**config.mk**
```make
export PLATFORM = sky130hd
export DESIGN_NAME = hdmi_pattern_gen_flat
export DESIGN_NICKNAME = d
export VERILOG_FILES = /design/src/rtl/hdmi_pattern_gen_pkg.sv /design/src/rtl/hdmi_pattern_gen_if.sv /design/src/rtl/hdmi_pattern_gen_delay_line.sv /design/src/rtl/hdmi_pattern_gen.sv /design/src/flat_wrapper.sv
export SDC_FILE = /design/constraint.sdc
export NUM_CORES = 1
export LEC_CHECK = 0
export ABC_AREA = 0
export BUFFER_PORTS_ARGS = -buffer_cell sky130_fd_sc_hd__buf_2
export CORE_ASPECT_RATIO = 0.75
export CORE_MARGIN = 2
export CORE_UTILIZATION = 43
export CTS_CLUSTER_DIAMETER = 50
export CTS_CLUSTER_SIZE = 16
export DETAILED_ROUTE_END_ITERATION = 7
export SLEW_MARGIN = 5
export SYNTH_ARGS = -nofsm -noshare
export SYNTH_HDL_FRONTEND = slang
export SYNTH_SLANG_ARGS = --single-unit
```
**constraint.sdc**
```tcl
create_clock -name clk -period 3.2 [get_ports clk]
set_input_delay 0.16 -clock clk [delete_from_list [all_inputs] [get_ports clk]]
set_output_delay 0.16 -clock clk [all_outputs]
set_load 0.1 [all_outputs]
```
**src/rtl/hdmi_pattern_gen_pkg.sv**
```systemverilog
// Shared constants for the HDMI test-pattern generator: mode encodings,
// colour constants and the colour-bar lookup table.
package hdmi_pattern_pkg;

    // Pattern select values carried on cfg_mode; 6 and 7 fall back to SOLID
    typedef enum logic [2:0] {
        MODE_SOLID  = 3'd0,
        MODE_BARS   = 3'd1,
        MODE_HGRAD  = 3'd2,
        MODE_CHECK  = 3'd3,
        MODE_SCROLL = 3'd4,
        MODE_GRID   = 3'd5
    } pattern_mode_e;

    // Pixel payload plus the valid flag that travels with it
    localparam int unsigned PIX_W   = 24;
    localparam int unsigned FRAME_W = PIX_W + 1;

    localparam logic [PIX_W-1:0] RGB_BLACK = 24'h000000;
    localparam logic [PIX_W-1:0] RGB_WHITE = 24'hFFFFFF;

    // Classic 8-bar order, left to right, {R,G,B}
    localparam logic [PIX_W-1:0] BAR_TABLE [8] = '{
        24'hFFFFFF,   // white
        24'hFFFF00,   // yellow
        24'h00FFFF,   // cyan
        24'h00FF00,   // green
        24'hFF00FF,   // magenta
        24'hFF0000,   // red
        24'h0000FF,   // blue
        24'h000000    // black
    };

endpackage

```
**src/rtl/hdmi_pattern_gen_if.sv**
```systemverilog
// Pixel request/response bundle between hdmi_tx_top (master) and the
// pattern generator (slave), plus the frame-latched configuration.
interface hdmi_pattern_gen_if;

    logic [2:0]  cfg_mode;
    logic [23:0] cfg_color;
    logic        req_en;
    logic        req_sof;
    logic        req_sol;
    logic [7:0]  resp_red;
    logic [7:0]  resp_green;
    logic [7:0]  resp_blue;
    logic        err_overrun;

    modport master (
        output cfg_mode,
        output cfg_color,
        output req_en,
        output req_sof,
        output req_sol,
        input  resp_red,
        input  resp_green,
        input  resp_blue,
        input  err_overrun
    );

    modport slave (
        input  cfg_mode,
        input  cfg_color,
        input  req_en,
        input  req_sof,
        input  req_sol,
        output resp_red,
        output resp_green,
        output resp_blue,
        output err_overrun
    );

endinterface

```
**src/rtl/hdmi_pattern_gen_delay_line.sv**
```systemverilog
// Fixed-depth shift register that pads the pixel path out to the
// requested response latency. Clear is synchronous, active low.
module pattern_delay_line #(
    parameter int unsigned DEPTH = 1,
    parameter int unsigned WIDTH = 25
) (
    input  logic             clk,
    input  logic             rstn,
    input  logic [WIDTH-1:0] i_data,
    output logic [WIDTH-1:0] o_data
);

    logic [WIDTH-1:0] r_stages [DEPTH];

    // Shift one stage per clock; clearing drops every in-flight pixel
    always_ff @(posedge clk) begin
        if (!rstn) begin
            r_stages <= '{default: '0};
        end else begin
            r_stages[0] <= i_data;
            for (int unsigned i = 1; i < DEPTH; i++) begin
                r_stages[i] <= r_stages[i-1];
            end
        end
    end

    assign o_data = r_stages[DEPTH-1];

endmodule

```
**src/rtl/hdmi_pattern_gen.sv**
```systemverilog
// HDMI test-pattern source: tracks raster position from the request
// strobes, renders one of six patterns and returns each pixel a fixed
// number of cycles after its request. Geometry violations are sticky.
module hdmi_pattern_gen
    import hdmi_pattern_pkg::*;
#(
    parameter int unsigned RESP_LATENCY = 1,
    parameter int unsigned H_ACTIVE     = 1280,
    parameter int unsigned V_ACTIVE     = 720,
    parameter int unsigned CHECK_LOG2   = 5,
    parameter int unsigned SCROLL_STEP  = 1
) (
    input  logic               clk,
    input  logic               rstn,
    hdmi_pattern_gen_if.slave  bus
);

    localparam int unsigned XW       = $clog2(H_ACTIVE) + 1;
    localparam int unsigned YW       = $clog2(V_ACTIVE) + 1;
    localparam int unsigned BAR_LEN  = H_ACTIVE / 8;
    localparam int unsigned BW       = (BAR_LEN > 1) ? $clog2(BAR_LEN) : 1;

    localparam logic [XW-1:0] X_LIMIT   = XW'(H_ACTIVE);
    localparam logic [YW-1:0] Y_LIMIT   = YW'(V_ACTIVE);
    localparam logic [BW-1:0] BAR_LAST  = BW'(BAR_LEN - 1);
    localparam logic [XW-1:0] X_CBIT    = XW'(1 << CHECK_LOG2);
    localparam logic [YW-1:0] Y_CBIT    = YW'(1 << CHECK_LOG2);
    localparam logic [XW-1:0] X_CMASK   = XW'((1 << CHECK_LOG2) - 1);
    localparam logic [YW-1:0] Y_CMASK   = YW'((1 << CHECK_LOG2) - 1);
    localparam logic [7:0]    OFS_STEP  = 8'(SCROLL_STEP);

    // Architectural state
    logic [XW-1:0]      r_x;
    logic [YW-1:0]      r_y;
    logic [BW-1:0]      r_bar_cnt;
    logic [2:0]         r_bar_idx;
    logic [7:0]         r_offset;
    logic [2:0]         r_mode;
    logic [PIX_W-1:0]   r_color;
    logic               r_first_line;
    logic               r_err;
    logic [FRAME_W-1:0] r_stage1;

    // Position/config as seen by this cycle's pixel, after SOF/SOL applied
    logic [XW-1:0]      w_x;
    logic [YW-1:0]      w_y;
    logic [YW-1:0]      w_y_base;
    logic [BW-1:0]      w_bar_cnt;
    logic [2:0]         w_bar_idx;
    logic [7:0]         w_offset;
    logic [2:0]         w_mode;
    logic [PIX_W-1:0]   w_color;
    logic               w_first;
    logic               w_first_nxt;
    logic               w_line_ovr;
    logic               w_pix_ovr;
    logic [7:0]         w_s;
    logic               w_check;
    logic               w_grid;
    logic [PIX_W-1:0]   w_pix;
    logic [FRAME_W-1:0] w_out;

    // SOF is applied before SOL so a coincident pair behaves as frame
    // start followed by the first line, and a req_en in that same cycle
    // renders against the freshly reset position and newly latched config.
    always_comb begin
        w_mode      = bus.req_sof ? bus.cfg_mode  : r_mode;
        w_color     = bus.req_sof ? bus.cfg_color : r_color;
        w_offset    = bus.req_sof ? (r_offset + OFS_STEP) : r_offset;
        w_first     = bus.req_sof ? 1'b1 : r_first_line;
        w_y_base    = bus.req_sof ? '0 : r_y;
        w_x         = r_x;
        w_bar_cnt   = r_bar_cnt;
        w_bar_idx   = r_bar_idx;
        w_y         = w_y_base;
        w_first_nxt = w_first;
        if (bus.req_sol) begin
            w_x         = '0;
            w_bar_cnt   = '0;
            w_bar_idx   = '0;
            w_first_nxt = 1'b0;
            if (!w_first) begin
                w_y = (w_y_base == Y_LIMIT) ? Y_LIMIT : (w_y_base + 1'b1);
            end
        end
        w_line_ovr = bus.req_sol && (w_y == Y_LIMIT);
        w_pix_ovr  = bus.req_en && ((w_x == X_LIMIT) || (w_y == Y_LIMIT));
    end

    // Pattern mux for the current request
    always_comb begin
        w_s     = 8'(w_x) + w_offset;
        w_check = ((w_x & X_CBIT) != '0) ^ ((w_y & Y_CBIT) != '0);
        w_grid  = ((w_x & X_CMASK) == '0) || ((w_y & Y_CMASK) == '0);
        case (w_mode)
            MODE_BARS:   w_pix = BAR_TABLE[w_bar_idx];
            MODE_HGRAD:  w_pix = {w_s, w_s, w_s};
            MODE_CHECK:  w_pix = w_check ? RGB_WHITE : RGB_BLACK;
            MODE_SCROLL: w_pix = {w_s, ~w_s, w_s};
            MODE_GRID:   w_pix = w_grid ? RGB_WHITE : RGB_BLACK;
            default:     w_pix = w_color;
        endcase
        if (w_pix_ovr) begin
            w_pix = RGB_BLACK;
        end
    end

    // Position counters, frame-latched config, sticky error and stage 1
    always_ff @(posedge clk) begin
        if (!rstn) begin
            r_x          <= '0;
            r_y          <= '0;
            r_bar_cnt    <= '0;
            r_bar_idx    <= '0;
            r_offset     <= '0;
            r_mode       <= '0;
            r_color      <= '0;
            r_first_line <= 1'b1;
            r_err        <= 1'b0;
            r_stage1     <= '0;
        end else begin
            r_mode       <= w_mode;
            r_color      <= w_color;
            r_offset     <= w_offset;
            r_first_line <= w_first_nxt;
            r_y          <= w_y;
            if (bus.req_en && !w_pix_ovr) begin
                r_x <= w_x + 1'b1;
                if (w_bar_cnt == BAR_LAST) begin
                    r_bar_cnt <= '0;
                    r_bar_idx <= w_bar_idx + 1'b1;
                end else begin
                    r_bar_cnt <= w_bar_cnt + 1'b1;
                    r_bar_idx <= w_bar_idx;
                end
            end else begin
                r_x       <= w_x;
                r_bar_cnt <= w_bar_cnt;
                r_bar_idx <= w_bar_idx;
            end
            if (w_line_ovr || w_pix_ovr) begin
                r_err <= 1'b1;
            end
            r_stage1 <= bus.req_en ? {1'b1, w_pix} : '0;
        end
    end

    generate
        if (RESP_LATENCY > 1) begin : g_delay
            pattern_delay_line #(
                .DEPTH (RESP_LATENCY - 1),
                .WIDTH (FRAME_W)
            ) u_delay (
                .clk    (clk),
                .rstn   (rstn),
                .i_data (r_stage1),
                .o_data (w_out)
            );
        end else begin : g_bypass
            assign w_out = r_stage1;
        end
    endgenerate

    // Response is forced to zero whenever no valid pixel emerges
    always_comb begin
        bus.resp_red   = w_out[FRAME_W-1] ? w_out[23:16] : '0;
        bus.resp_green = w_out[FRAME_W-1] ? w_out[15:8]  : '0;
        bus.resp_blue  = w_out[FRAME_W-1] ? w_out[7:0]   : '0;
    end

    assign bus.err_overrun = r_err;

endmodule

```
**src/flat_wrapper.sv**
```systemverilog
// flat-port wrapper written by rule: the top's interface ports become plain ports
module hdmi_pattern_gen_flat import hdmi_pattern_pkg::*;
#(
    parameter int unsigned RESP_LATENCY = 1,
    parameter int unsigned H_ACTIVE     = 1280,
    parameter int unsigned V_ACTIVE     = 720,
    parameter int unsigned CHECK_LOG2   = 5,
    parameter int unsigned SCROLL_STEP  = 1
)
  (clk, rstn, bus_cfg_mode, bus_cfg_color, bus_req_en, bus_req_sof, bus_req_sol, bus_resp_red, bus_resp_green, bus_resp_blue, bus_err_overrun);
  hdmi_pattern_gen_if bus_i ();
  input  logic clk;
  input  logic rstn;
  input wire logic [$bits(bus_i.cfg_mode)-1:0] bus_cfg_mode;
  input wire logic [$bits(bus_i.cfg_color)-1:0] bus_cfg_color;
  input wire logic [$bits(bus_i.req_en)-1:0] bus_req_en;
  input wire logic [$bits(bus_i.req_sof)-1:0] bus_req_sof;
  input wire logic [$bits(bus_i.req_sol)-1:0] bus_req_sol;
  output wire logic [$bits(bus_i.resp_red)-1:0] bus_resp_red;
  output wire logic [$bits(bus_i.resp_green)-1:0] bus_resp_green;
  output wire logic [$bits(bus_i.resp_blue)-1:0] bus_resp_blue;
  output wire logic [$bits(bus_i.err_overrun)-1:0] bus_err_overrun;
  assign bus_i.cfg_mode = bus_cfg_mode;
  assign bus_i.cfg_color = bus_cfg_color;
  assign bus_i.req_en = bus_req_en;
  assign bus_i.req_sof = bus_req_sof;
  assign bus_i.req_sol = bus_req_sol;
  assign bus_resp_red = bus_i.resp_red;
  assign bus_resp_green = bus_i.resp_green;
  assign bus_resp_blue = bus_i.resp_blue;
  assign bus_err_overrun = bus_i.err_overrun;
  hdmi_pattern_gen #(.RESP_LATENCY(RESP_LATENCY), .H_ACTIVE(H_ACTIVE), .V_ACTIVE(V_ACTIVE), .CHECK_LOG2(CHECK_LOG2), .SCROLL_STEP(SCROLL_STEP)) u_core (.clk(clk), .rstn(rstn), .bus(bus_i));
endmodule
```
=== Yosys cells after proc, flatten, opt, wreduce, memory -nomap -nowiden ===
Memory sizes are Yosys's and may differ from the RTL's.
Index checks and enable logic that the tools add are counted.

* Register bits after elaboration: 96
* Word-level logic and storage cells: 70
* Bits of input ports: 32
* Memory bits (read-only): 192
* Memories: 1
* Output and inout port bits: 25

{| class="wikitable"
|+ Memory list
! memory !! words !! bits a word !! read ports !! clocked after memory_dff !! write ports !! RTL line !! source
|-
| (no name shown) || 8 || 24 || 1 || 0 || 0 || hdmi_pattern_gen.sv:96 || <nowiki>MODE_BARS: w_pix = BAR_TABLE[w_bar_idx];</nowiki>
|}

* $lt $le $gt $ge: 1
* Reduce and logical (&&, ||, !) cells: 10
* Add/subtract/negate cells: 6
* Bitwise operators: 5
* Muxes and demuxes: 27
* Equality and inequality tests: 9

{| class="wikitable"
|+ Operator list
! kind !! number
|-
| two-way mux 24 bit || 6
|-
| one-hot mux 24 bit (5 select lines) || 1
|-
| two-way mux 8 bit || 7
|-
| two-way mux 11 bit || 4
|-
| two-way mux 25 bit || 1
|-
| two-way mux 12 bit || 2
|-
| equality test 11 x 10 -> 1 bit (second input constant) || 2
|-
| adder 8 x 1 -> 8 bit (second input constant) || 2
|-
| adder 12 x 1 -> 12 bit (second input constant) || 1
|-
| equality test 12 x 11 -> 1 bit (second input constant) || 1
|-
| zero test 12 bit || 1
|-
| two-way mux 3 bit || 4
|-
| adder 11 x 1 -> 11 bit (second input constant) || 1
|-
| zero test 11 bit || 1
|-
| adder 8 bit || 1
|-
| equality test 8 bit (second input constant) || 1
|-
| NOT 8 bit || 1
|-
| equality test 3 x 2 -> 1 bit (second input constant) || 2
|-
| equality test 3 bit (second input constant) || 2
|-
| >= comparator 4 bit (second input constant) || 1
|-
| NOT 3 -> 4 bit || 1
|-
| adder 3 x 1 -> 3 bit (second input constant) || 1
|-
| equality test 3 x 1 -> 1 bit (second input constant) || 1
|-
| logical AND 1 bit || 3
|-
| 6 further kinds || 10
|}

=== Logic depth before layout (Yosys ltp) ===
Gate-level depths: netlist of the first run.

* Word-level depth: 11
* Gate-level depth with buffers: 15
* Gate-level depth less buffers: 11

=== Worst setup path before layout of the first run ===
No wires, ideal clock.

* Kind: in2reg
* Start: in bus_req_sof
* End: reg u_core.r_bar_cnt[5]
* Required time: 3.125 ns
* Path slack: 0.208 ns
* Cell stages on the path: 12
* Buffers on the path: 4
* Arrival: 2.918 ns
* Cell sequence: buf_2 clkbuf_1 clkbuf_1 nor2b_1 ha_1 and3b_1 a311oi_1 o21ai_2 a31o_1 buf_6 or4_1 o22ai_1

* Word-level cells in the longest chain between the ends: 11

{| class="wikitable"
|+ RTL lines
! item !! RTL line !! source
|-
| start, declared || flat_wrapper.sv:17 || <nowiki>input wire logic [$bits(bus_i.req_sof)-1:0] bus_req_sof;</nowiki>
|-
| two-way mux 11 bit || hdmi_pattern_gen.sv:71 || <nowiki>w_y_base = bus.req_sof ? '0 : r_y;</nowiki>
|-
| adder 11 x 1 -> 11 bit / equality test 11 x 10 -> 1 bit (equally long branches) || hdmi_pattern_gen.sv:83 || <nowiki>w_y = (w_y_base == Y_LIMIT) ? Y_LIMIT : (w_y_base + 1'b1);</nowiki>
|-
| two-way mux 11 bit || hdmi_pattern_gen.sv:83 ||
|-
| two-way mux 11 bit || hdmi_pattern_gen.sv:82 || <nowiki>if (!w_first) begin</nowiki>
|-
| two-way mux 11 bit (*) || hdmi_pattern_gen.sv:77 || <nowiki>if (bus.req_sol) begin</nowiki>
|-
| equality test 11 x 10 -> 1 bit (*) || hdmi_pattern_gen.sv:87 || <nowiki>w_pix_ovr = bus.req_en && ((w_x == X_LIMIT) || (w_y == Y_LIMIT));</nowiki>
|-
| logical OR 1 bit (*) || hdmi_pattern_gen.sv:87 ||
|-
| logical AND 1 bit (*) || hdmi_pattern_gen.sv:87 ||
|-
| zero test 1 bit (*) || hdmi_pattern_gen.sv:127 || <nowiki>if (bus.req_en && !w_pix_ovr) begin</nowiki>
|-
| logical AND 1 bit (*) || hdmi_pattern_gen.sv:127 ||
|-
| two-way mux 8 bit (*) || hdmi_pattern_gen.sv:127 ||
|-
| end signal, assigned || hdmi_pattern_gen.sv:133 || <nowiki>r_bar_cnt <= w_bar_cnt + 1'b1;</nowiki>
|-
| end signal, assigned || hdmi_pattern_gen.sv:138 || <nowiki>r_bar_cnt <= w_bar_cnt;</nowiki>
|-
| end, declared || hdmi_pattern_gen.sv:35 || <nowiki>logic [BW-1:0] r_bar_cnt;</nowiki>
|}

Every way passes the cells marked *; elsewhere a longest branch is shown, timed or not.
A chain may end at the register's enable or synchronous reset.

=== Final worst setup path of the first run ===
* Start: reg u_core.r_x[0]
* End: reg u_core.r_stage1[6]

* Word-level cells in the longest chain between the ends: 5

{| class="wikitable"
|+ RTL lines
! item !! RTL line !! source
|-
| start, declared || hdmi_pattern_gen.sv:33 || <nowiki>logic [XW-1:0] r_x;</nowiki>
|-
| start signal, assigned || hdmi_pattern_gen.sv:128 || <nowiki>r_x <= w_x + 1'b1;</nowiki>
|-
| start signal, assigned || hdmi_pattern_gen.sv:137 || <nowiki>r_x <= w_x;</nowiki>
|-
| two-way mux 12 bit (*) || hdmi_pattern_gen.sv:77 ||
|-
| parallel branches: the longest is 4 deep, another holds adder 8 bit || -- ||
|-
| end signal, assigned || hdmi_pattern_gen.sv:144 || <nowiki>r_stage1 <= bus.req_en ? {1'b1, w_pix} : '0;</nowiki>
|-
| end, declared || hdmi_pattern_gen.sv:42 || <nowiki>logic [FRAME_W-1:0] r_stage1;</nowiki>
|}

Every way passes the cells marked *.

==> impl_results.md, run 1 <==
* Sw Share at 0.266
* Vias/cell at 5.51
* Yosys warning count at 0
* CP Buf/Inv Count at 1
* RD Place Congestion at 0.851
* Switching Power at 0.000708 W
* Share of flip-flops with an asynchronous set or reset at 0
* Mapped Nets at 583
* Post-Syn Instances at 537
* Synthesized flop and latch total at 96
* Setup Viol. Count Final at 0
* Fin util at 0.503
* Clock power frac at 0.413
* Final Slew Violations at 0
* Largest net degree at the start of global routing at 35
* Critical path endpoint category: flip-flop
* Nets at 630
* Maximum VDD drop at 262 uV
* Number of global-route vias before repair at 3809
* Number of fill cells at 1057
* Flop2flop setup slack at 0.38 ns
* Worst setup path category: reg2reg
* Drt drc at 0
* Synth area leaders: dfxtp_1 (40%), mux2i_1 (7.4%), and2_1 (4.6%)
* Commonest cells post-synth: dfxtp_1 (96), nor2_1 (57), and2_1 (35), mux2i_1 (35), nand2_1 (35)
* Final antenna-violating net count at 0
* Hold Fails Final Rpt at 0
* Crit-path leading delay family: simple AND/OR/NAND/NOR gates
* RSZ-0062 raised after global routing: no
* Register area share after synthesis at 0.403
* Die area at 0.0119 mm^2
* Area Growth Syn to Fin at 14.7%
* Comb power frac at 0.113
* TritonCTS clock tree: yes
* Slew Limit Headroom at 0.399
* DR vias at 4020
* Worst Clk Skew at 0.00495 ns
* Cell Chain, Critical Path: nor2b_1 > ha_1 > inv_1 > fa_1 > nand2b_1 > a21oi_1 > nor2_1 > o21bai_1 > xor2_1 > nand2_1 > a221oi_1
* Max Freq at 0.355 GHz
* Status: finished clean
* Maximum capacitance violations at 0
* Max incr delay on CP at 0.38 ns
* Tot GR Track Use at 0.198
* Die W at 126 um
* Synthesized area per cell at 8.87 um^2
* Tcrit/Tclk final at 0.881
* CTS buffer count at 9
* Congestion Overflow GR at 0
* IO Count at 57
* CTS Root Cell: clkbuf_16
* Top-count cell post-synth: dfxtp_1
* Critical Path AT at 3.07 ns
* Sink Count at 96
* Setup TNS Final at 0 ns
* HP Class: in2reg
* First-pass GRT wire length at 19000 um
* CTS resizes at 0
* Maximum fanout along the worst path at 5
* CP required at 3.45 ns
* Layout cells sized above 1 at 0.154
* Detailed Place HPWL at 8320 um
* TritonRoute pass-1 iters at 4
* Area fraction of the dominant cell type after synthesis at 0.403
* Startpoint types: flip-flop
* Unique cell type count in the Yosys netlist at 57
* Clk buf depth at 2
* WL final at 11600 um
* Final Cell Area at 0.00547 mm^2
* Synth Cell Area at 0.00476 mm^2
* WL per Instance at 15.9 um
* Antenna cells at 0
* Clock-pin slew on the worst setup and hold paths at 0.07 ns
* CP max stage cell: fa_1
* Setup bufs post-CTS at 0
* Rows at 33
* Leading area contributor after synthesis: dfxtp_1
* Initial Util at 0.439
* Flop pwr share at 0.475
* Initial antenna violation count at 0
* Core Region at 0.0109 mm^2
* Actual slew at the worst max-slew pin at 0.901 ns
* CTS Hold Buffers Added at 0
* Buffers on Ports at 56
* Initial drt markers at 276
* Tmin final at 2.82 ns
* Cell Area, Placed at 0.00516 mm^2
* Main synth FF type: dfxtp_1
* Die height at 95.2 um
* Post-synth EDFFs at 0
* Power per cell area at 486 mW/mm^2
* Int Power at 0.00195 W
* H-tree levels at 3
* Clock Latency Late Sink at 0.34 ns
* P_leak at 2.21 nW
registers in the layout (all words and copies together) (netlist names):
| register | cells |
|---|---|
| u_core.r_bar_cnt | 8 |
| u_core.r_bar_idx | 3 |
| u_core.r_x | 12 |
| u_core.r_offset | 8 |
| u_core.bus.err_overrun | 1 |
| u_core.r_first_line | 1 |
| u_core.r_color | 24 |
| u_core.r_stage1 | 25 |
| u_core.r_y | 11 |
| u_core.r_mode | 3 |
power groups by stage:
stage	Combinational [W]	Clock, W	Sequential [W]
6_report	0.000299	0.00110	0.00126
2_1_floorplan	0.000220	0	0.00128
3_3_place_gp	0.000294	0	0.00129
4_1_cts	0.000300	0.00112	0.00126
5_1_grt	0.000327	0.00116	0.00127
3_5_place_dp	0.000298	0	0.00129
worst reg2reg max path, stage by stage (launching register included):
cell and delay (ns):
dfxtp_1 0.34, nor2b_1 0.35, ha_1 0.24, inv_1 0.06, fa_1 0.38, nand2b_1 0.18, a21oi_1 0.22, nor2_1 0.07
o21bai_1 0.16, xor2_1 0.28, nand2_1 0.15, a221oi_1 0.29
path summary, 6_finish.rpt:
kind,end,cells past startpoint,from
worst max-delay path,u_core.r_stage1[6]$_SDFF_PP0_,11,u_core.r_x[0]$_SDFF_PN0_
worst max register to register,u_core.r_stage1[6]$_SDFF_PP0_,11,u_core.r_x[0]$_SDFF_PN0_
worst min-delay path,u_core.r_color[6]$_SDFF_PN0_,3,bus_cfg_color[6]
worst min register to register,u_core.bus.err_overrun$_SDFFE_PN0P_,1,u_core.bus.err_overrun$_SDFFE_PN0P_
logic make-up after synthesis:
| group | Yosys count | share of synthesized area |
|---|---|---|
| AO/OA/AOI/OAI | 103 | 0.149 |
| adder cells (fa/ha/maj) | 14 | 0.0383 |
| buffers and inverters | 41 | 0.0365 |
| flip-flops | 96 | 0.403 |
| AND/OR/NAND/NOR | 220 | 0.245 |
| multiplexers | 35 | 0.0735 |
| XOR/XNOR | 28 | 0.0544 |
cell usage in the layout, fill, tap and decap left out, types with 3 or more instances in the layout:
cell,Yosys,layout
nand2_1,35,35
mux2i_1,35,35
nor2_1,57,57
clkbuf_16,0,9
or4_1,3,3
nand4_1,9,9
nor2b_1,16,16
o21a_1,5,5
xor2_1,10,10
nand2b_1,12,12
nor4b_1,4,4
a311oi_1,4,4
and3_1,4,4
dfxtp_1,96,96
or3_1,14,14
nor3_1,9,9
and2_1,35,35
xnor2_1,17,17
o21ai_0,20,20
inv_1,12,12
nand3_1,10,10
inv_6,0,3
buf_4,1,9
a221oi_1,24,24
a21o_1,3,3
buf_2,7,56
a21oi_1,27,26
ha_1,13,13
final cells by class:
cell class                 count  area, um^2  area share
tap                          140         175      0.0321
clock inverter                 7        77.6      0.0142
inverter                      12        45.0     0.00824
timing repair buffer          65         348      0.0636
sequential                    96        1920       0.352
clock buffer                   9         225      0.0412
multi-input combinational    400        2670       0.489
stage by stage:
| step | total power, W | hold WS [ns] | instances | setup WS (ns) |
|---|---|---|---|---|
| floorplan | 0.00150 | 0.282 | 537 | 0.208 |
| global placement | 0.00158 | 0.434 | 713 | 0.382 |
| detailed placement | 0.00159 | 0.438 | 713 | 0.307 |
| CTS | 0.00268 | 0.0766 | 729 | 0.376 |
| global route | 0.00276 | 0.0748 | 729 | 0.138 |
| finish | 0.00266 | 0.0796 | 729 | 0.382 |
metal layers:
metal | vias up | share of wire | global-route usage
met1 | 1921 | 0.52 | 0.287
met4 | 0 | 0.013 | 0.0593
met3 | 16 | 0.051 | 0.0421
li1 | 1995 | - | -
met5 | - | 0 | 0
met2 | 88 | 0.42 | 0.298
(Power assumes the default switching activity.)
==> run 2: changes to the inputs <==
--- a/config.mk
+++ b/config.mk
@@ -11,7 +11,6 @@
 export CORE_MARGIN = 2
 export CORE_UTILIZATION = 43
 export CTS_CLUSTER_DIAMETER = 50
-export CTS_CLUSTER_SIZE = 16
 export DETAILED_ROUTE_END_ITERATION = 7
 export SLEW_MARGIN = 5
 export SYNTH_ARGS = -nofsm -noshare
==> constraint.sdc (replaced) <==
create_clock -name clk -period 3.2 [get_ports clk]
set_input_delay 0.8 -clock clk [delete_from_list [all_inputs] [get_ports clk]]
set_output_delay 0.8 -clock clk [all_outputs]
set_load 0.1 [all_outputs]
==> impl_results.md, run 2 (same netlist as run 1, synthesis figures left out) <==
* Status: finished clean (unchanged)
* Initial antenna violation count at 0 (unchanged)
* P_leak at 2.29 nW (was 2.21 nW)
* Worst Clk Skew at 0.00727 ns (was 0.00495 ns)
* Multi-input logic area at 0.00269 mm^2 (was 0.00267 mm^2)
* Buffers on Ports at 56 (unchanged)
* First-pass GRT wire length at 19100 um (was 19000 um)
* WL final at 11600 um (about the same)
* Min Hold Slack at 0.468 ns (was 0.0796 ns)
* Number of global-route vias before repair at 3800 (was 3809)
* Fin util at 0.516 (was 0.503)
* Die area at 0.0119 mm^2 (unchanged)
* H-tree levels at 3 (unchanged)
* TritonRoute pass-1 iters at 5 (was 4)
* Maximum fanout along the worst path at 24 (was 5)
* Vias/cell at 5.43 (was 5.51)
* CP required at 3.39 ns (was 3.45 ns)
* Tcrit/Tclk final at 0.929 (was 0.881)
* Hold Fails Final Rpt at 0 (unchanged)
* Clock Latency Late Sink at 0.35 ns (was 0.34 ns)
* Cell count of the worst hold path at 1 (was 3)
* Number of fill cells at 997 (was 1057)
* TritonCTS clock tree: yes (unchanged)
* Max Freq at 0.336 GHz (was 0.355 GHz)
* Startpoint types: input port (was flip-flop)
* CTS Root Cell: clkbuf_16 (unchanged)
* Sequential cell area at 0.00192 mm^2 (unchanged)
* Power per cell area at 472 mW/mm^2 (was 486 mW/mm^2)
* CTS buffer count at 9 (unchanged)
* Reg with most FFs: u_core.r_stage1 (unchanged)
* Tmin final at 2.97 ns (was 2.82 ns)
* Detailed Place HPWL at 8540 um (was 8320 um)
* FF-to-FF path depth at 8 (was 11)
* Largest register FFs at 25 (unchanged)
* Area Growth Syn to Fin at 17.6% (was 14.7%)
* CTS Hold Buffers Added at 0 (unchanged)
* Die height at 95.2 um (unchanged)
* Layout cells sized above 1 at 0.179 (was 0.154)
* Critical Path AT at 3.16 ns (was 3.07 ns)
* CTS resizes at 0 (unchanged)
* Flop2flop setup slack at 0.44 ns (was 0.38 ns)
* Setup bufs post-CTS at 0 (unchanged)
* Antenna cells at 0 (unchanged)
* Drt drc at 0 (unchanged)
* Setup crit start: bus_req_sof (was u_core.r_x[0]$_SDFF_PN0_)
* Actual slew at the worst max-slew pin at 0.712 ns (was 0.901 ns)
* Rows at 33 (unchanged)
* Tot GR Track Use at 0.200 (was 0.198)
* Clk buf depth at 2 (unchanged)
* Core Region at 0.0109 mm^2 (unchanged)
* Cell Chain, Critical Path: buf_2 > buf_4 > nor4b_1 > nand4b_1 > or4_1 > o21ai_2 > buf_4 > a31oi_2 > nand2_2 > buf_12 > a221oi_1 (was nor2b_1 > ha_1 > inv_1 > fa_1 > nand2b_1 > a21oi_1 > nor2_1 > o21bai_1 > xor2_1 > nand2_1 > a221oi_1)
* DR vias at 4032 (was 4020)
* Critical path endpoint category: flip-flop (unchanged)
* HP Class: reg2reg (was in2reg)
* Congestion Overflow GR at 0 (unchanged)
* Placed cells at 727 (was 713)
* Final Slew Violations at 0 (unchanged)
* Initial Util at 0.439 (unchanged)
* Maximum capacitance violations at 0 (unchanged)
* Final antenna-violating net count at 0 (unchanged)
* CP max stage cell: or4_1 (was fa_1)
* Max incr delay on CP at 0.48 ns (was 0.38 ns)
* IO Count at 57 (unchanged)
* Worst Min Path Start: u_core.bus.err_overrun$_SDFFE_PN0P_ (was bus_cfg_color[6])
* WL per Instance at 15.6 um (was 15.9 um)
* RSZ-0062 raised after global routing: no (unchanged)
* Final non-filler cell total at 743 (was 729)
* Slew Limit Headroom at 0.525 (was 0.399)
* Most frequent cells in the layout: dfxtp_1 (96), nor2_1 (57), buf_2 (56) (unchanged)
* Worst setup path category: in2reg (was reg2reg)
* Most common cell after layout, fill and taps aside: dfxtp_1 (unchanged)
* Hold worst-path end: u_core.bus.err_overrun$_SDFFE_PN0P_ (was u_core.r_color[6]$_SDFF_PN0_)
* Initial drt markers at 266 (was 276)
* Clock-pin slew on the worst setup and hold paths at 0.07 ns (about the same)
* RD Place Congestion at 0.849 (was 0.851)
* Maximum VDD drop at 246 uV (was 262 uV)
* Worst R2R Start: u_core.r_y[0]$_SDFF_PN0_ (was u_core.r_x[0]$_SDFF_PN0_)
* Sink Count at 96 (unchanged)
* Largest net degree at the start of global routing at 31 (was 35)
* Die W at 126 um (unchanged)
* Worst R2R End: u_core.r_stage1[10]$_SDFF_PP0_ (was u_core.r_stage1[6]$_SDFF_PP0_)
* CP dominant cell by count: buf_4
* Nets at 644 (was 630)
* Setup Viol. Count Final at 0 (unchanged)
* Biggest regs: u_core.r_stage1: 25 flops, u_core.r_color: 24 flops, u_core.r_x: 12 flops (unchanged)
## run 2: changes by cell type in the layout (fill, tap and decap cells not counted), sizes merged
cell      change
inv           +2
buf          +14
bufinv        -1
clkinvlp      -1
## run 2: critical path: cells and delay by family
family / cells / cell delay [ns]
AND/OR/NAND/NOR: 4 / 1.23
buffers and inverters: 4 / 0.73
AO/OA/AOI/OAI: 3 / 0.39
## run 2: per-stage QoR
| stage | setup TNS [ns] | setup WS (ns) | power, W | instance area, um^2 |
|---|---|---|---|---|
| floorplan | -0.0758 | -0.00508 | 0.00150 | 4810 |
| global placement | -1.93 | -0.0859 | 0.00160 | 5310 |
| detailed placement | -2.82 | -0.119 | 0.00161 | 5310 |
| CTS | 0 | 0.239 | 0.00267 | 5610 |
| global route | 0 | 0.00685 | 0.00275 | 5610 |
| finish | 0 | 0.226 | 0.00264 | 5610 |
## run 2: area by class of cell
class / instances / area share
repair buffers: 79 / 0.0853
well taps: 140 / 0.0312
clock buffers: 9 / 0.0402
clock inverters: 7 / 0.0127
inverters: 12 / 0.00804
multi-input cells: 400 / 0.480
flip-flops and latches: 96 / 0.343
## run 2: power by group
part	switching (W)	total, W	internal [W]
clock	0.000512	0.00106	0.000552
sequential	0.0000198	0.00126	0.00124
combinational	0.000210	0.000319	0.000109
total	0.000742	0.00264	0.00190
## run 2: worst max-delay path by stage
stage / slack [ns] / end / depth (start not counted)
CTS: 0.24 / u_core.r_stage1[10]$_SDFF_PP0_ / 11
global placement: -0.09 / u_core.r_stage1[11]$_SDFF_PP0_ / 11
floorplan: -0.005 / u_core.r_stage1[0]$_SDFF_PP0_ / 13
finish: 0.23 / u_core.r_stage1[10]$_SDFF_PP0_ / 11
detailed placement: -0.12 / u_core.r_stage1[0]$_SDFF_PP0_ / 11
global route: 0.007 / u_core.r_stage1[22]$_SDFF_PP0_ / 12
## run 2: per-layer routing
layer / global-route usage / share of wire
met1: 0.283 / 0.51
met2: 0.307 / 0.42
met3: 0.0511 / 0.056
met4: 0.0509 / 0.0084
met5: 0 / 0
==> run 3: changes to the inputs <==
--- a/config.mk
+++ b/config.mk
@@ -10,9 +10,10 @@
 export CORE_ASPECT_RATIO = 0.75
 export CORE_MARGIN = 2
 export CORE_UTILIZATION = 43
+export CTS_BUF_LIST = sky130_fd_sc_hd__clkbuf_8
 export CTS_CLUSTER_DIAMETER = 50
 export DETAILED_ROUTE_END_ITERATION = 7
-export SLEW_MARGIN = 5
+export SLEW_MARGIN = 20
 export SYNTH_ARGS = -nofsm -noshare
 export SYNTH_HDL_FRONTEND = slang
 export SYNTH_SLANG_ARGS = --single-unit
==> impl_results.md, run 3 (same netlist as run 1, synthesis figures left out) <==
* Flop2flop setup slack at 0.44 ns (about the same)
* Worst Min Path Start: u_core.bus.err_overrun$_SDFFE_PN0P_ (unchanged)
* Die W at 126 um (unchanged)
* Setup slack after placement at -0.119 ns (unchanged)
* Min Hold Slack at 0.475 ns (was 0.468 ns)
* First-pass GRT wire length at 19000 um (was 19100 um)
* Cell count of the worst hold path at 1 (unchanged)
* Rows at 33 (unchanged)
* Initial Util at 0.439 (unchanged)
* RSZ-0062 raised after global routing: no (unchanged)
* Status: finished clean (unchanged)
* Number of global-route vias before repair at 3807 (was 3800)
* Hold Fails Final Rpt at 0 (unchanged)
* Buffers on Ports at 56 (unchanged)
* Fin worst setup slack at 0.242 ns (was 0.226 ns)
* CTS Root Cell: clkbuf_8 (was clkbuf_16)
* Tcrit/Tclk final at 0.924 (was 0.929)
* Tot GR Track Use at 0.199 (was 0.200)
* Setup bufs post-CTS at 0 (unchanged)
* Drt drc at 0 (unchanged)
* Final antenna-violating net count at 0 (unchanged)
* P_leak at 2.24 nW (was 2.29 nW)
* Die height at 95.2 um (unchanged)
* Initial drt markers at 210 (was 266)
* CTS resizes at 0 (unchanged)
* Biggest regs: u_core.r_stage1: 25 flops, u_core.r_color: 24 flops, u_core.r_x: 12 flops (unchanged)
* Most common cell after layout, fill and taps aside: dfxtp_1 (unchanged)
* Maximum capacitance violations at 0 (unchanged)
* Sink Count at 96 (unchanged)
* Flop pwr share at 0.533 (was 0.477)
* Max Freq at 0.338 GHz (was 0.336 GHz)
* Area Growth Syn to Fin at 15.5% (was 17.6%)
* Slew Limit Headroom at 0.521 (was 0.525)
* Reg with most FFs: u_core.r_stage1 (unchanged)
* Core Region at 0.0109 mm^2 (unchanged)
* Setup Viol. Count Final at 0 (unchanged)
* RD Place Congestion at 0.849 (unchanged)
* Hold worst-path end: u_core.bus.err_overrun$_SDFFE_PN0P_ (unchanged)
* Worst R2R Start: u_core.r_y[0]$_SDFF_PN0_ (unchanged)
* CP required at 3.43 ns (was 3.39 ns)
* Nets at 644 (unchanged)
* Comb power frac at 0.134 (was 0.121)
* Final Slew Violations at 0 (unchanged)
* Antenna cells at 0 (unchanged)
* Layout cells sized above 1 at 0.179 (unchanged)
* TritonCTS clock tree: yes (unchanged)
* WL final at 11600 um (about the same)
* Die area at 0.0119 mm^2 (unchanged)
* Tmin final at 2.96 ns (was 2.97 ns)
* Clock power frac at 0.333 (was 0.403)
* Worst R2R End: u_core.r_stage1[0]$_SDFF_PP0_ (was u_core.r_stage1[10]$_SDFF_PP0_)
* Switching Power at 0.000708 W (was 0.000742 W)
* Placed cells at 727 (unchanged)
* Congestion Overflow GR at 0 (unchanged)
* Worst setup path category: in2reg (unchanged)
* Power per cell area at 430 mW/mm^2 (was 472 mW/mm^2)
* DR vias at 4076 (was 4032)
* H-tree levels at 3 (unchanged)
* Actual slew at the worst max-slew pin at 0.718 ns (was 0.712 ns)
* CTS buffer count at 9 (unchanged)
* Detailed Place HPWL at 8540 um (unchanged)
* Most frequent cells in the layout: dfxtp_1 (96), nor2_1 (57), buf_2 (56) (unchanged)
* Clk buf depth at 2 (unchanged)
* Vias/cell at 5.49 (was 5.43)
* Maximum VDD drop at 178 uV (was 246 uV)
* Sw Share at 0.299 (was 0.281)
* Startpoint types: input port (unchanged)
* Final non-filler cell total at 743 (unchanged)
* Clock Latency Late Sink at 0.38 ns (was 0.35 ns)
* Critical Path AT at 3.18 ns (was 3.16 ns)
* Maximum fanout along the worst path at 24 (unchanged)
* HP Class: reg2reg (unchanged)
* Largest net degree at the start of global routing at 31 (unchanged)
* FF-to-FF path depth at 8 (unchanged)
* WL per Instance at 15.6 um (about the same)
* Critical path endpoint category: flip-flop (unchanged)
* CTS Hold Buffers Added at 0 (unchanged)
* Largest register FFs at 25 (unchanged)
* Initial antenna violation count at 0 (unchanged)
* TritonRoute pass-1 iters at 5 (unchanged)
* IO Count at 57 (unchanged)
* Clock-pin slew on the worst setup and hold paths at 0.11 ns (was 0.07 ns)
* Int Power at 0.00166 W (was 0.00190 W)
* Worst Clk Skew at 0.00859 ns (was 0.00727 ns)
==> run 3: cell counts in the layout (fill, tap and decap cells not counted) <==
No cell type changed its count.
==> run 3: critical path, stage by stage <==
cell and delay (ns):
buf_2 0.18, buf_4 0.21, nor4b_1 0.47, nand4b_1 0.13, or4_1 0.48, o21ai_2 0.13, buf_4 0.18, a31oi_2 0.20
nand2_2 0.16, buf_12 0.16, a221oi_1 0.07
==> run 3: metal layers <==
metal  GRT usage  wire length, um  up-vias
met5           0                0        -
met4      0.0620              147        0
met3      0.0443              660       16
met2       0.305             4860      111
met1       0.282             5900     1921
li1            -                -     2028
==> run 3: final cells by class <==
type	instances	area, um^2
Sequential cell	96	1920
Tap cell	140	175
Clock buffer	9	124
Multi-Input combinational cell	400	2690
Inverter	12	45.0
Clock inverter	7	71.3
Timing Repair Buffer	79	478
Fill cell	1019	5360
==> run 3: power by group through the flow <==
stage                     sequential [W]  clock, W  combinational, W
after floorplan                  0.00128         0          0.000224
after global placement           0.00129         0          0.000313
after detailed placement         0.00129         0          0.000317
after CTS                        0.00126  0.000812          0.000317
after global routing             0.00127  0.000856          0.000347
final                            0.00126  0.000786          0.000318
==> run 3: how the worst max path moves through the flow <==
| stage | to | slack (ns) | start |
|---|---|---|---|
| after global routing | u_core.r_stage1[10]$_SDFF_PP0_ | 0.07 | bus_req_sof |
| after CTS | u_core.r_stage1[10]$_SDFF_PP0_ | 0.28 | bus_req_sof |
| after global placement | u_core.r_stage1[11]$_SDFF_PP0_ | -0.09 | bus_req_sof |
| after floorplan | u_core.r_stage1[0]$_SDFF_PP0_ | -0.005 | bus_req_sof |
| after detailed placement | u_core.r_stage1[0]$_SDFF_PP0_ | -0.12 | bus_req_sof |
| final | u_core.r_stage1[0]$_SDFF_PP0_ | 0.24 | bus_req_sof |
==> run 3: metrics by stage <==
stage | utilization | cell area, um^2 | power (W) | setup TNS [ns]
2_1_floorplan | - | 4810 | 0.00150 | -0.0758
3_3_place_gp | 0.489 | 5310 | 0.00160 | -1.93
3_5_place_dp | 0.489 | 5310 | 0.00161 | -2.82
4_1_cts | 0.507 | 5500 | 0.00239 | 0
5_1_grt | 0.507 | 5500 | 0.00247 | 0
6_report | 0.507 | 5500 | 0.00236 | 0
